==> config.mk <==
export PLATFORM = sky130hd
export DESIGN_NAME = product_accumulator
export DESIGN_NICKNAME = d
export VERILOG_FILES = /design/src/rtl/product_accumulator.sv
export SDC_FILE = /design/constraint.sdc
export NUM_CORES = 1
export LEC_CHECK = 0
export CORE_UTILIZATION = 47
export CTS_CLUSTER_DIAMETER = 120
export DETAILED_ROUTE_END_ITERATION = 7
export PLACE_DENSITY = 0.75
export SLEW_MARGIN = 40
export SYNTH_ARGS = -nofsm -noshare
export SYNTH_HDL_FRONTEND = slang
export SYNTH_SLANG_ARGS = --single-unit
==> constraint.sdc <==
create_clock -name clk -period 3.1 [get_ports clk]
set_input_delay 0.62 -clock clk [delete_from_list [all_inputs] [get_ports clk]]
set_output_delay 0.62 -clock clk [all_outputs]
set_load 0.03 [all_outputs]
==> src/rtl/product_accumulator.sv <==
// product_accumulator: sums a programmed number of unsigned products into a saturating accumulator.
module product_accumulator #(
  parameter int PW = 32,
  parameter int AW = 40,
  parameter int CW = 8
) (
  input  logic          clk,
  input  logic          rst_n,
  input  logic          start,
  input  logic [CW-1:0] count,
  input  logic [PW-1:0] p_in,
  input  logic          p_valid,
  output logic          p_ready,
  output logic [AW-1:0] acc,
  output logic          acc_valid,
  input  logic          acc_ready,
  output logic          busy,
  output logic          ovf
);
  typedef enum logic [1:0] {IDLE, ACCUM, DONE} state_t;
  state_t state, state_n;
  logic [CW-1:0] rem, rem_n;
  logic [AW-1:0] acc_n;
  logic ovf_n;
  logic [AW:0] sum;
  always_comb begin
    state_n = state;
    acc_n = acc;
    ovf_n = ovf;
    rem_n = rem;
    sum = {1'b0, acc} + {{(AW - PW + 1){1'b0}}, p_in};
    unique case (state)
      IDLE: if (start) begin
        acc_n = '0;
        ovf_n = 1'b0;
        rem_n = count;
        state_n = (count != '0) ? ACCUM : DONE;
      end
      ACCUM: if (p_valid) begin
        // saturate on carry-out; an all-ones accumulator stays all-ones
        acc_n = sum[AW] ? '1 : sum[AW-1:0];
        ovf_n = ovf | sum[AW];
        rem_n = rem - 1'b1;
        state_n = (rem == CW'(1)) ? DONE : ACCUM;
      end
      DONE: state_n = acc_ready ? IDLE : DONE;
      default: state_n = IDLE;
    endcase
  end
  // status flags are decoded from next state so every output comes straight from a flop
  always_ff @(posedge clk or negedge rst_n) begin
    if (!rst_n) begin
      state <= IDLE;
      acc <= '0;
      ovf <= 1'b0;
      rem <= '0;
      p_ready <= 1'b0;
      acc_valid <= 1'b0;
      busy <= 1'b0;
    end else begin
      state <= state_n;
      acc <= acc_n;
      ovf <= ovf_n;
      rem <= rem_n;
      p_ready <= state_n == ACCUM;
      acc_valid <= state_n == DONE;
      busy <= state_n != IDLE;
    end
  end
endmodule

After elaboration in Yosys (flattened, before gate mapping)
Index checks and enable logic that the tools add are counted.
{ "word_totals": {"output_inout_bits": 44, "mem_bits_ro": 0, "memories": 0, "input_bits": 45, "reg_bits": 54, "latchBits": 0, "mem_bits_rw": 0} }
{ "classes": {"n_div": 0, "n_reduce_logical": 5, "addsub": 2, "muxes": 16, "n_shift": 0, "order_cmp": 0, "bitwise_logic": 1, "mul": 0, "eq_ne": 7} }
{ "op_table": {"columns": ["cell", "n"], "rows": [
  ["two-way mux 40 bit", 3],
  ["case mux 40 bit (2 select lines)", 1],
  ["adder 40 x 32 -> 41 bit", 1],
  ["two-way mux 8 bit", 2],
  ["case mux 8 bit (2 select lines)", 1],
  ["two-way mux 2 bit", 5],
  ["== test 8 x 1 -> 1 bit (second input constant)", 1],
  ["nonzero test 8 bit", 1],
  ["subtractor 8 x 1 -> 8 bit (second input constant)", 1],
  ["case mux 2 bit (3 select lines)", 1],
  ["== test 2 x 1 -> 1 bit (second input constant)", 2],
  ["== test 2 bit (second input constant)", 2],
  ["!= test 2 bit (second input constant)", 2],
  ["nonzero test 2 bit", 2],
  ["AND reduction 3 bit", 1],
  ["logical NOT 2 bit", 1],
  ["two-way mux 1 bit", 2],
  ["case mux 1 bit (2 select lines)", 1],
  ["bitwise OR 1 bit", 1]
]} }

Depth between registers and ports, before layout
Gate-level depths: netlist of the first run.
{ "logic_depth": {"depth_word": 5, "mapped_depth": 11, "depth_no_buf": 10} }

Worst setup path before layout of the first run
Ideal clock, no wire load.
{ "synth_timing": {"path_kind": "input-to-reg", "start": "input port p_in[0]", "end": "register acc[39]", "arrival_time_ns": 3.142, "path_buffers": 0, "path_stages": 10, "setup_time_ns": 0.123, "setup_slack_ns": -0.164, "required_ns": 2.977, "path_cell_list": "ha_1 -> fa_1 -> a211oi_1 -> o21bai_1 -> a211o_1 -> a31oi_4 -> o31ai_4 -> a21o_1 -> or4_1 -> o221a_2"} }
{ "synth_between": {"elab_chain_len": 4} }
{ "synth_rtl": {"columns": ["element", "line", "text"], "rows": [
  ["from (decl)", "11", "input logic [PW-1:0] p_in,"],
  ["adder 40 x 32 -> 41 bit", "31", "sum = {1'b0, acc} + {{(AW - PW + 1){1'b0}}, p_in};"],
  ["two-way mux 40 bit", "41", "acc_n = sum[AW] ? '1 : sum[AW-1:0];"],
  ["two-way mux 40 bit", "39", "ACCUM: if (p_valid) begin"],
  ["case mux 40 bit (2 select lines)", "32", "unique case (state)"],
  ["to (signal assigned)", "62", "acc <= acc_n;"],
  ["to (decl)", "14", "output logic [AW-1:0] acc,"]
]} }
Every way passes these cells. The select of a mux whose other input is x is not followed.
A chain may end at the register's enable or synchronous reset.

Worst setup path after layout of the first run
{ "layout_timing": {"start": "input port p_in[5]", "end": "register acc[39]"} }
Same word-level chain as after synthesis.

==> results.md, run 1 <==
* Outcome: complete, no violations
* Worst Path Max Fanout at 3
* # diodes at 0
* Max-cap violations at 0
* Tcrit/Tclk final at 0.9739
* Reg2reg end: acc[39]
* Die ar. at 9017 um2
* Worst setup slack after layout at 0.08086 ns
* CTS clk-pin slew, worst paths at 0.12 ns
* P_leak at 2.611 nW
* Hold buffer count at cts at 0
* Worst endpoint required time at 3.32 ns
* Final TNS setup at 0 ns
* Placed cell count at 704
* Final cell count without fillers at 715
* Hold Vio Cnt, Final at 0
* Worst path max stage delay at 0.49 ns
* Fmax at 331.2 MHz
* Critical Path AT at 3.24 ns
* RSZ-0062 raised after global routing: yes
* Cells on worst reg2reg path at 10
* Most common cell after layout, fill and taps aside: clkdlybuf4s50_1
* Clk root buf: clkbuf_8
* Crit-path cells: clkdlybuf4s50_1 > ha_1 > a211o_1 > o21bai_1 > a211o_1 > a31oi_4 > o31ai_4 > a21o_1 > or4_1 > o221a_2
* Peak supply drop at 0.5646 mV
* I/O pin total at 89
* Largest net degree at the start of global routing at 34
* Cell Area, Synth at 4061 um2
* Final Util at 0.7068
* Layout area overhead at 44.42%
* Most used cell, CP: a211o_1
* CP endpoint kind: flop
* Core area at 8299 um2
* Post-route ant nets at 0
* Slew @ Worst Pin at 0.6935 ns
* Num Clock Sinks at 54
* Global route overflow at 0
* Placer's final routability congestion estimate at 0.9225
* Sequential area share after synthesis at 0.3327
* Register bit total from synthesis at 54
* YS warnings at 0
* Slew HR at 0.5377
* Worst path slowest cell: or4_1
* Synth cell types at 50
* CTS tree: built
* Pre-CTS setup slack at -0.6265 ns
* Most frequent cells in the layout: 84 x clkdlybuf4s50_1, 81 x buf_4, 54 x dfrtp_1
* Share of synthesized registers carrying an async set or reset at 1.000
* Post-DP HPWL at 8909 um
* Number of global-route vias before repair at 4253
* Post-synth EDFFs at 0
* Overall routed net length at 11910 um
* Nature of the critical path startpoint: input port
* Global-route usage over all layers at 0.2732
* Final Setup Violations at 0
* Clock Tree Buf Depth at 2
* Num CTS Buffers at 5
* P per Cell Area at 1089 nW/um2
* First-pass GRT wire length at 19620 um
* Syn Nets at 532
* Chip Width at 94.96 um
* Vias per Instance at 5.965
* CTS H-tree depth at 2
* Share of cells above drive strength 1 at 0.1885
* Main synth FF type: dfrtp_1
* First drt pass iteration count at 5
* Hold crit path type: input port to asynchronous set/reset pin
* Initial Util at 0.4894
* Worst R2R Setup Slack at 0.27 ns
* Vias at 4265
* Syn Area/Cell at 8.985 um2
* Setup Crit Path Kind: input port to flop
* Latest clock arrival within the worst-skew pair at 0.32 ns
* Avg WL per Cell at 16.65 um
* Crit path time final at 3.019 ns
* Row count at 33
* Fin. max-slew vios at 0
* Number of DRC markers in iteration 0 at 215
* Synthesized instance count at 452
* Power Total at 6.385 mW
* R2R Path Start: acc[0]
* Skew final at 0.009160 ns
* Buffers on Ports at 88
* Initial antenna violation count at 0
* Final nets at 689
* DIE HEIGHT at 94.96 um
* Final routed DRC violation total at 0
## worst max-delay path: cells and delay by family
kind                     cells  cell delay [ns]
adder cells (fa/ha/maj)      1             0.25
AND/OR/NAND/NOR              1             0.49
AO/OA/AOI/OAI                7             1.46
buffers and inverters        1             0.41
## how the worst max path moves through the flow
stage / start / endpoint / slack, ns / cells past startpoint
floorplan: p_in[0] / acc[39] / 0.01 / 10
CTS: p_in[6] / acc[39] / 0.01 / 10
finish: p_in[5] / acc[39] / 0.08 / 10
global route: p_in[2] / acc[39] / -0.02 / 10
global placement: p_in[0] / acc[28] / -0.53 / 12
detailed placement: p_in[0] / acc[28] / -0.63 / 12
## per-stage QoR
stage                     instance area [um2]  hold WS, ns
final                                    5866       0.2526
after global routing                     5866       0.2823
after CTS                                5779       0.2633
after detailed placement                 5654       0.4915
after global placement                   5654       0.4757
after floorplan                          4081       0.3244
## report_power, final
| part | internal (mW) | leakage [nW] | switching [mW] |
|---|---|---|---|
| registers | 0.997 | 0.680 | 0.274 |
| logic | 2.21 | 1.88 | 2.39 |
| clock network | 0.241 | 0.0504 | 0.275 |
| total | 3.45 | 2.61 | 2.94 |
## area by class of cell
class                      count  area, um2
clock inverter                 3      45.04
inverter                      10      37.54
clock buffer                   5      68.82
tap                          105      131.4
multi-input combinational    366       2684
fill                         656       2434
sequential                    54       1351
timing repair buffer         172       1548
## cell usage after synthesis (all sizes together), types with 5 or more instances
cell,n,share of area
a211oi,5,0.0092
a21o,15,0.028
a21oi,45,0.056
a221o,31,0.076
a31oi,7,0.014
clkbuf,18,0.017
dfrtp,54,0.33
ha,34,0.10
inv,10,0.0092
nand2,33,0.030
nand3,13,0.016
nand4,5,0.0077
nor2,27,0.025
nor3,13,0.016
o211ai,8,0.015
o21a,5,0.0092
o21ai,31,0.038
o21bai,8,0.015
xnor2,19,0.041
xor2,9,0.019
## layer usage
layer  routed length (um)  part of all wire  up-vias  GRT usage
met4                  141             0.012        0    0.07828
met5                    0                 0        -          0
met1                 5485              0.46     2047     0.3584
met2                 5660              0.48      148     0.4676
li1                     -                 -     2058          -
met3                  618             0.052       12    0.03623
## logic make-up (layout without fill, tap and decap cells)
group / count (synthesis) / count (layout) / synth area share
DFF: 54 / 54 / 0.3327
adders and majority gates: 35 / 35 / 0.1097
AOI/OAI and AO/OA: 185 / 185 / 0.3256
buffers and inverters: 32 / 190 / 0.03081
and+or+nand+nor: 118 / 118 / 0.1408
xor gates and xnor gates: 28 / 28 / 0.06038
## flip-flops by register name, indices dropped and copies added, names as in the netlist
name       count
acc           40
rem            8
state          2
acc_valid      1
busy           1
ovf            1
p_ready        1
## timing repair
item	CTS	global route
gates resized for setup	2	17
buffers inserted	1	2
setup endpoints to repair	38	37
pin swaps	3	3
hold endpoints to repair	0	0
(Power assumes the default switching activity.)
==> run 2: changes to the inputs <==
- clock period: 3.1 -> 2.54 ns (I/O delays scaled with it)
==> run 2 against run 1 <==
Against the previous run: the flow now finishes with violations (setup timing); count of clock-buffer cells in the layout stayed put; core utilization is 11 points higher; cell area is 15% higher; via count is 11% higher; setup slack worse by 0.41 ns; combinational power is 51% higher; global-route usage is 3.5 points higher; register-to-register slack worse by 0.60 ns; first-iteration DRC count is 21% higher; sequential power is 24% higher; sequential cell count stayed put; non-clock buffer count is 64 higher.
==> results.md, run 2 (same netlist as run 1, synthesis figures left out) <==
* Outcome: finished, violations left
* Failing checks: setup timing
* Worst path max stage delay at 0.44 ns (-0.05 ns)
* Slew HR at 0.5908 (+0.05317)
* Final cell count without fillers at 779 (+9.0%)
* Post-route ant nets at 0 (unchanged)
* Hold Vio Cnt, Final at 0 (unchanged)
* CP top delay family: compound AO/OA/AOI/OAI gates
* Setup Crit Path Kind: flop to flop
* P per Cell Area at 1343 nW/um2 (+23%)
* Most frequent cells in the layout: 141 x buf_4, 66 x clkdlybuf4s50_1, 53 x dfrtp_1
* Clock Tree Buf Depth at 2 (unchanged)
* Power Total at 9.073 mW (+42%)
* P_leak at 2.974 nW (+14%)
* Crit-path cells: ha_4 > fa_2 > a211oi_2 > o21bai_1 > a211o_1 > a31oi_4 > o31ai_4 > buf_4 > a21o_1 > or4_1 > o221a_2
* Final Setup Violations at 41 (+41)
* Nature of the critical path startpoint: flop
* I/O pin total at 89 (unchanged)
* Avg WL per Cell at 18.15 um (+9.0%)
* Max-cap violations at 0 (unchanged)
* Number of DRC markers in iteration 0 at 261 (+21%)
* CP endpoint kind: flop
* Crit path time final at 2.865 ns
* Peak supply drop at 0.8665 mV (+53%)
* Initial Util at 0.4894 (unchanged)
* Fin Hold WS at 0.1855 ns (-0.06704 ns)
* Final Util at 0.8140 (+0.1072)
* Core area at 8299 um2 (unchanged)
* Final routed DRC violation total at 0 (unchanged)
* Row count at 33 (unchanged)
* Chip Width at 94.96 um (unchanged)
* Layout area overhead at 66.33%
* Share of cells above drive strength 1 at 0.3309 (+0.1423)
* Top flop regs: acc (40), rem (8), state (2)
* Most common cell after layout, fill and taps aside: buf_4
* Vias per Instance at 6.056 (+1.5%)
* Placed cell count at 746 (+6.0%)
* DIE HEIGHT at 94.96 um (unchanged)
* Num Clock Sinks at 54 (unchanged)
* # diodes at 0 (unchanged)
* Top reg by flops: acc
* Skew final at 0.01340 ns (+0.004240 ns)
* Slew @ Worst Pin at 0.6138 ns (-0.07976 ns)
* Final TNS setup at -9.853 ns (-9.853 ns)
* Global route overflow at 0 (unchanged)
* Placer's final routability congestion estimate at 0.9049 (-1.9%)
* Number of global-route vias before repair at 4692 (+10%)
* Vias at 4718 (+11%)
* Crit path buffers/inverters at 1 (unchanged)
* Post-DP HPWL at 9431 um (+5.9%)
* CTS H-tree depth at 2 (unchanged)
* CTS tree: built
* Worst setup slack after layout at -0.3252 ns (-0.4060 ns)
* Critical Path AT at 3.08 ns (-0.16 ns)
* First drt pass iteration count at 4 (-1)
* Worst Path Max Fanout at 4 (+1)
* Latest clock arrival within the worst-skew pair at 0.32 ns (about the same)
* Max reg flops at 40 (unchanged)
* Reg area at 1353 um2 (about the same)
* Multi-input logic area at 3093 um2 (+15%)
* Overall routed net length at 14140 um (+19%)
* Final nets at 753 (+9.3%)
* First-pass GRT wire length at 21980 um (+12%)
* Fmax at 349.0 MHz
* Buffers on Ports at 88 (unchanged)
* CTS clk-pin slew, worst paths at 0.12 ns (about the same)
* Pre-CTS setup slack at -0.9438 ns (-0.3173 ns)
* Hold crit path type: input port to asynchronous set/reset pin
* Largest net degree at the start of global routing at 32 (-5.9%)
* Die ar. at 9017 um2 (unchanged)
* RSZ-0062 raised after global routing: yes
* Tcrit/Tclk final at 1.128
* Fillers at 520 (-21%)
* Worst path slowest cell: dfrtp_2
* Clk root buf: clkbuf_8
* Global-route usage over all layers at 0.3083 (+0.03515)
* Worst endpoint required time at 2.75 ns (-0.57 ns)
* Num CTS Buffers at 5 (unchanged)
* Cell area after layout at 6755 um2 (+15%)
* Initial antenna violation count at 0 (unchanged)
* Area after DPL at 5989 um2 (+5.9%)
* Fin. max-slew vios at 0 (unchanged)
## run 2: worst reg2reg max path, stage by stage (launching register included)
cell      delay [ns]
dfrtp_2         0.44
ha_4            0.17
fa_2            0.36
a211oi_2        0.23
o21bai_1        0.09
a211o_1         0.33
a31oi_4         0.20
o31ai_4         0.09
buf_4           0.15
a21o_1          0.16
or4_1           0.40
o221a_2         0.14
## run 2: final timing paths
path / to / depth (start not counted) / start / slack (ns)
setup reg to reg: acc[39] / 11 / acc[0] / -0.33
max in group asynchronous: acc[0] / 2 / rst_n / 1.74
hold / removal: acc_valid / 1 / rst_n / 0.19
setup / recovery: acc[39] / 11 / acc[0] / -0.33
min in group clk: rem[7] / 2 / rem[7] / 0.52
hold reg to reg: rem[7] / 2 / rem[7] / 0.52
## run 2: cell type report
type,count,area share
multi-input cells,366,0.4579
repair buffers,236,0.3028
flip-flops and latches,54,0.2002
well taps,105,0.01945
clock buffers,5,0.01019
inverters,10,0.005557
clock inverters,3,0.003890
## run 2: timing repair
action | 4_1_cts | 5_1_grt
buffers inserted | 20 | 4
gates cloned | 1 | 0
hold buffers | 0 | 0
pin swaps | 42 | 14
resized for setup | 94 | 18
endpoints found under the setup margin | 41 | 41
## run 2: power by group
part | switching, mW | internal (mW) | total, mW
Combinational | 3.43 | 3.51 | 6.95
Sequential | 0.363 | 1.22 | 1.58
Clock | 0.342 | 0.205 | 0.547
## run 2: routing by layer
metal	routed length, um	vias up	GRT usage
met5	0	-	0
met1	5928	2314	0.3877
met4	267	0	0.08965
met3	824	28	0.03945
met2	7120	184	0.5486
li1	-	2192	-
==> run 3: changes to the inputs <==
- CELL_PAD_IN_SITES_DETAIL_PLACEMENT: unset -> 1
- CELL_PAD_IN_SITES_GLOBAL_PLACEMENT: unset -> 1
- CORE_UTILIZATION: 47 -> 35
- PLACE_DENSITY: 0.75 -> 0.76
==> run 3 against run 2 <==
Against the previous run: the run still ends with setup timing left; setup slack lost 0.19 ns; count of clock-buffer cells in the layout up 1; largest power group unchanged; wire length up 35%; die area is 34% higher; global-route usage is 1.2 points higher; critical path depth is the same; via count up 3.0%; cell area grew 0.85%.
==> results.md, run 3 (same netlist as run 1, synthesis figures left out) <==
* Outcome: finished, violations left
* Failing checks: setup timing
* Final Setup Violations at 41 (unchanged)
* Largest net degree at the start of global routing at 30 (-6.3%)
* Nature of the critical path startpoint: flop
* CTS clk-pin slew, worst paths at 0.08 ns (-0.04 ns)
* Chip Width at 109.7 um (+16%)
* Initial antenna violation count at 0 (unchanged)
* Setup Crit Path Kind: flop to flop
* Max-cap violations at 0 (unchanged)
* Critical Path Source: acc[0]
* Num Clock Sinks at 54 (unchanged)
* Num CTS Buffers at 5 (unchanged)
* Core area at 11080 um2 (+33%)
* Internal Power at 5.205 mW (+5.4%)
* Clock Tree Buf Depth at 2 (unchanged)
* Top reg by flops: acc
* Post-route ant nets at 0 (unchanged)
* Fmax at 327.6 MHz (-6.1%)
* Critical Path AT at 3.25 ns (+0.17 ns)
* Die ar. at 12040 um2 (+34%)
* Fillers at 1220 (+130%)
* Share of cells above drive strength 1 at 0.3273 (-0.003533)
* Hold Vio Cnt, Final at 0 (unchanged)
* Global route overflow at 0 (unchanged)
* Final nets at 745 (-1.1%)
* Top flop regs: acc (40), rem (8), state (2)
* Overall routed net length at 19080 um (+35%)
* Global-route usage over all layers at 0.3204 (+0.01205)
* Layout area overhead at 67.74%
* Skew final at 0.01055 ns (-0.002850 ns)
* Avg WL per Cell at 23.67 um (+30%)
* Worst setup slack after layout at -0.5128 ns (-0.1877 ns)
* P_leak at 2.958 nW (-0.52%)
* Hold crit path type: input port to asynchronous set/reset pin
* Row count at 38 (+15%)
* Fin. max-slew vios at 0 (unchanged)
* CTS tree: built
* Slew HR at 0.5562 (-0.03467)
* DIE HEIGHT at 109.7 um (+16%)
* Most common cell after layout, fill and taps aside: buf_4
* Vias per Instance at 6.027 (-0.48%)
* Latest clock arrival within the worst-skew pair at 0.32 ns (about the same)
* Number of DRC markers in iteration 0 at 288 (+10%)
* Vias at 4858 (+3.0%)
* Cells on worst reg2reg path at 11 (unchanged)
* Max reg flops at 40 (unchanged)
* Post-DP HPWL at 11490 um (+22%)
* Worst Path Max Fanout at 10 (+6)
* Power Total at 9.792 mW (+7.9%)
* First drt pass iteration count at 5 (+1)
* Hold buffer count at cts at 0 (unchanged)
* Worst R2R Setup Slack at -0.51 ns (-0.19 ns)
* Reg2reg end: acc[17]
* CTS H-tree depth at 2 (unchanged)
* Clk root buf: clkbuf_16
* Psw at 4.587 mW (+11%)
* Combinational Power Share at 0.750 (-0.016)
* Sequential power share at 0.164 (-0.010)
* Number of global-route vias before repair at 5326 (+14%)
* Initial Util at 0.3666 (-0.1228)
* Final Util at 0.6150 (-0.1990)
* Clock share of power at 0.085 (+0.025)
* CP endpoint kind: flop
* Peak supply drop at 0.7519 mV (-13%)
* CP endpoint: acc[17]
* Worst endpoint required time at 2.73 ns (-0.02 ns)
* P per Cell Area at 1437 nW/um2 (+7.0%)
* I/O pin total at 89 (unchanged)
* Placer's final routability congestion estimate at 0.9480 (+4.8%)
* RSZ-0062 raised after global routing: yes
* Tcrit/Tclk final at 1.202 (+0.07389)
* # diodes at 0 (unchanged)
* Final routed DRC violation total at 0 (unchanged)
* Most frequent cells in the layout: 130 x buf_4, 67 x clkdlybuf4s50_1, 53 x dfrtp_1
* R2R Path Start: acc[0]
* Net Sw Frac at 0.4685 (+0.01249)
* Buffers on Ports at 88 (unchanged)
* Slew @ Worst Pin at 0.6658 ns (+0.05200 ns)
* Crit path time final at 3.053 ns (+0.1877 ns)
* First-pass GRT wire length at 28840 um (+31%)
## run 3: what timing repair did
item / CTS / global route
setup buffers: 14 / 2
hold endpoints to repair: 0 / 0
endpoints found under the setup margin: 41 / 41
resized for setup: 93 / 19
pin swaps: 33 / 10
cloned: 1 / 1
## run 3: area by class of cell
class / count / area [um2] / share of cell area
flip-flops and latches: 54 / 1353 / 0.1985
repair buffers: 228 / 1982 / 0.2909
clock buffers: 6 / 128.9 / 0.01892
well taps: 140 / 175.2 / 0.02571
multi-input cells: 366 / 3099 / 0.4549
inverters: 10 / 37.54 / 0.005510
clock inverters: 2 / 37.54 / 0.005510
## run 3: how the worst min path moves through the flow
stage                      start      end
after CTS                  rst_n  acc[17]
after detailed placement  rem[7]   rem[7]
after floorplan            rst_n   acc[0]
after global routing       rst_n  acc[17]
after global placement    rem[7]   rem[7]
final                      rst_n  acc[17]
## run 3: worst max-delay path, stage by stage (launching register included)
cell      delay, ns
dfrtp_2        0.45
ha_4           0.18
fa_2           0.37
a211oi_4       0.26
o21bai_1       0.15
a211o_1        0.33
a31oi_4        0.24
o31ai_4        0.11
a21oi_2        0.26
nor3_4         0.12
buf_12         0.18
a221o_1        0.28
## run 3: per-layer routing
layer,track usage,routed length (um),vias to the layer above
li1,-,-,2164
met5,0,0,-
met4,0.1524,765,0
met3,0.05039,838,60
met1,0.3689,7756,2447
met2,0.5768,9716,187
## run 3: power by group through the flow
stage | Combinational [mW] | Sequential, mW | Clock (mW)
floorplan | 2.90 | 2.00 | 0
global placement | 5.84 | 1.50 | 0
detailed placement | 6.12 | 1.52 | 0
CTS | 6.83 | 1.58 | 0.851
global route | 7.75 | 1.64 | 0.876
finish | 7.35 | 1.61 | 0.834
## run 3: through the flow
stage               hold WS (ns)  cell area (um2)  setup WS, ns  std cells  TNS [ns]
floorplan                 0.2124             4096       -0.3461        452    -11.00
global placement          0.4649             6028       -0.8613        782    -32.90
detailed placement        0.5148             6028        -1.023        782    -37.09
CTS                       0.2276             6718       -0.3850        805    -12.77
global route              0.2387             6813       -0.5820        806    -20.86
finish                    0.2233             6813       -0.5128        806    -17.98
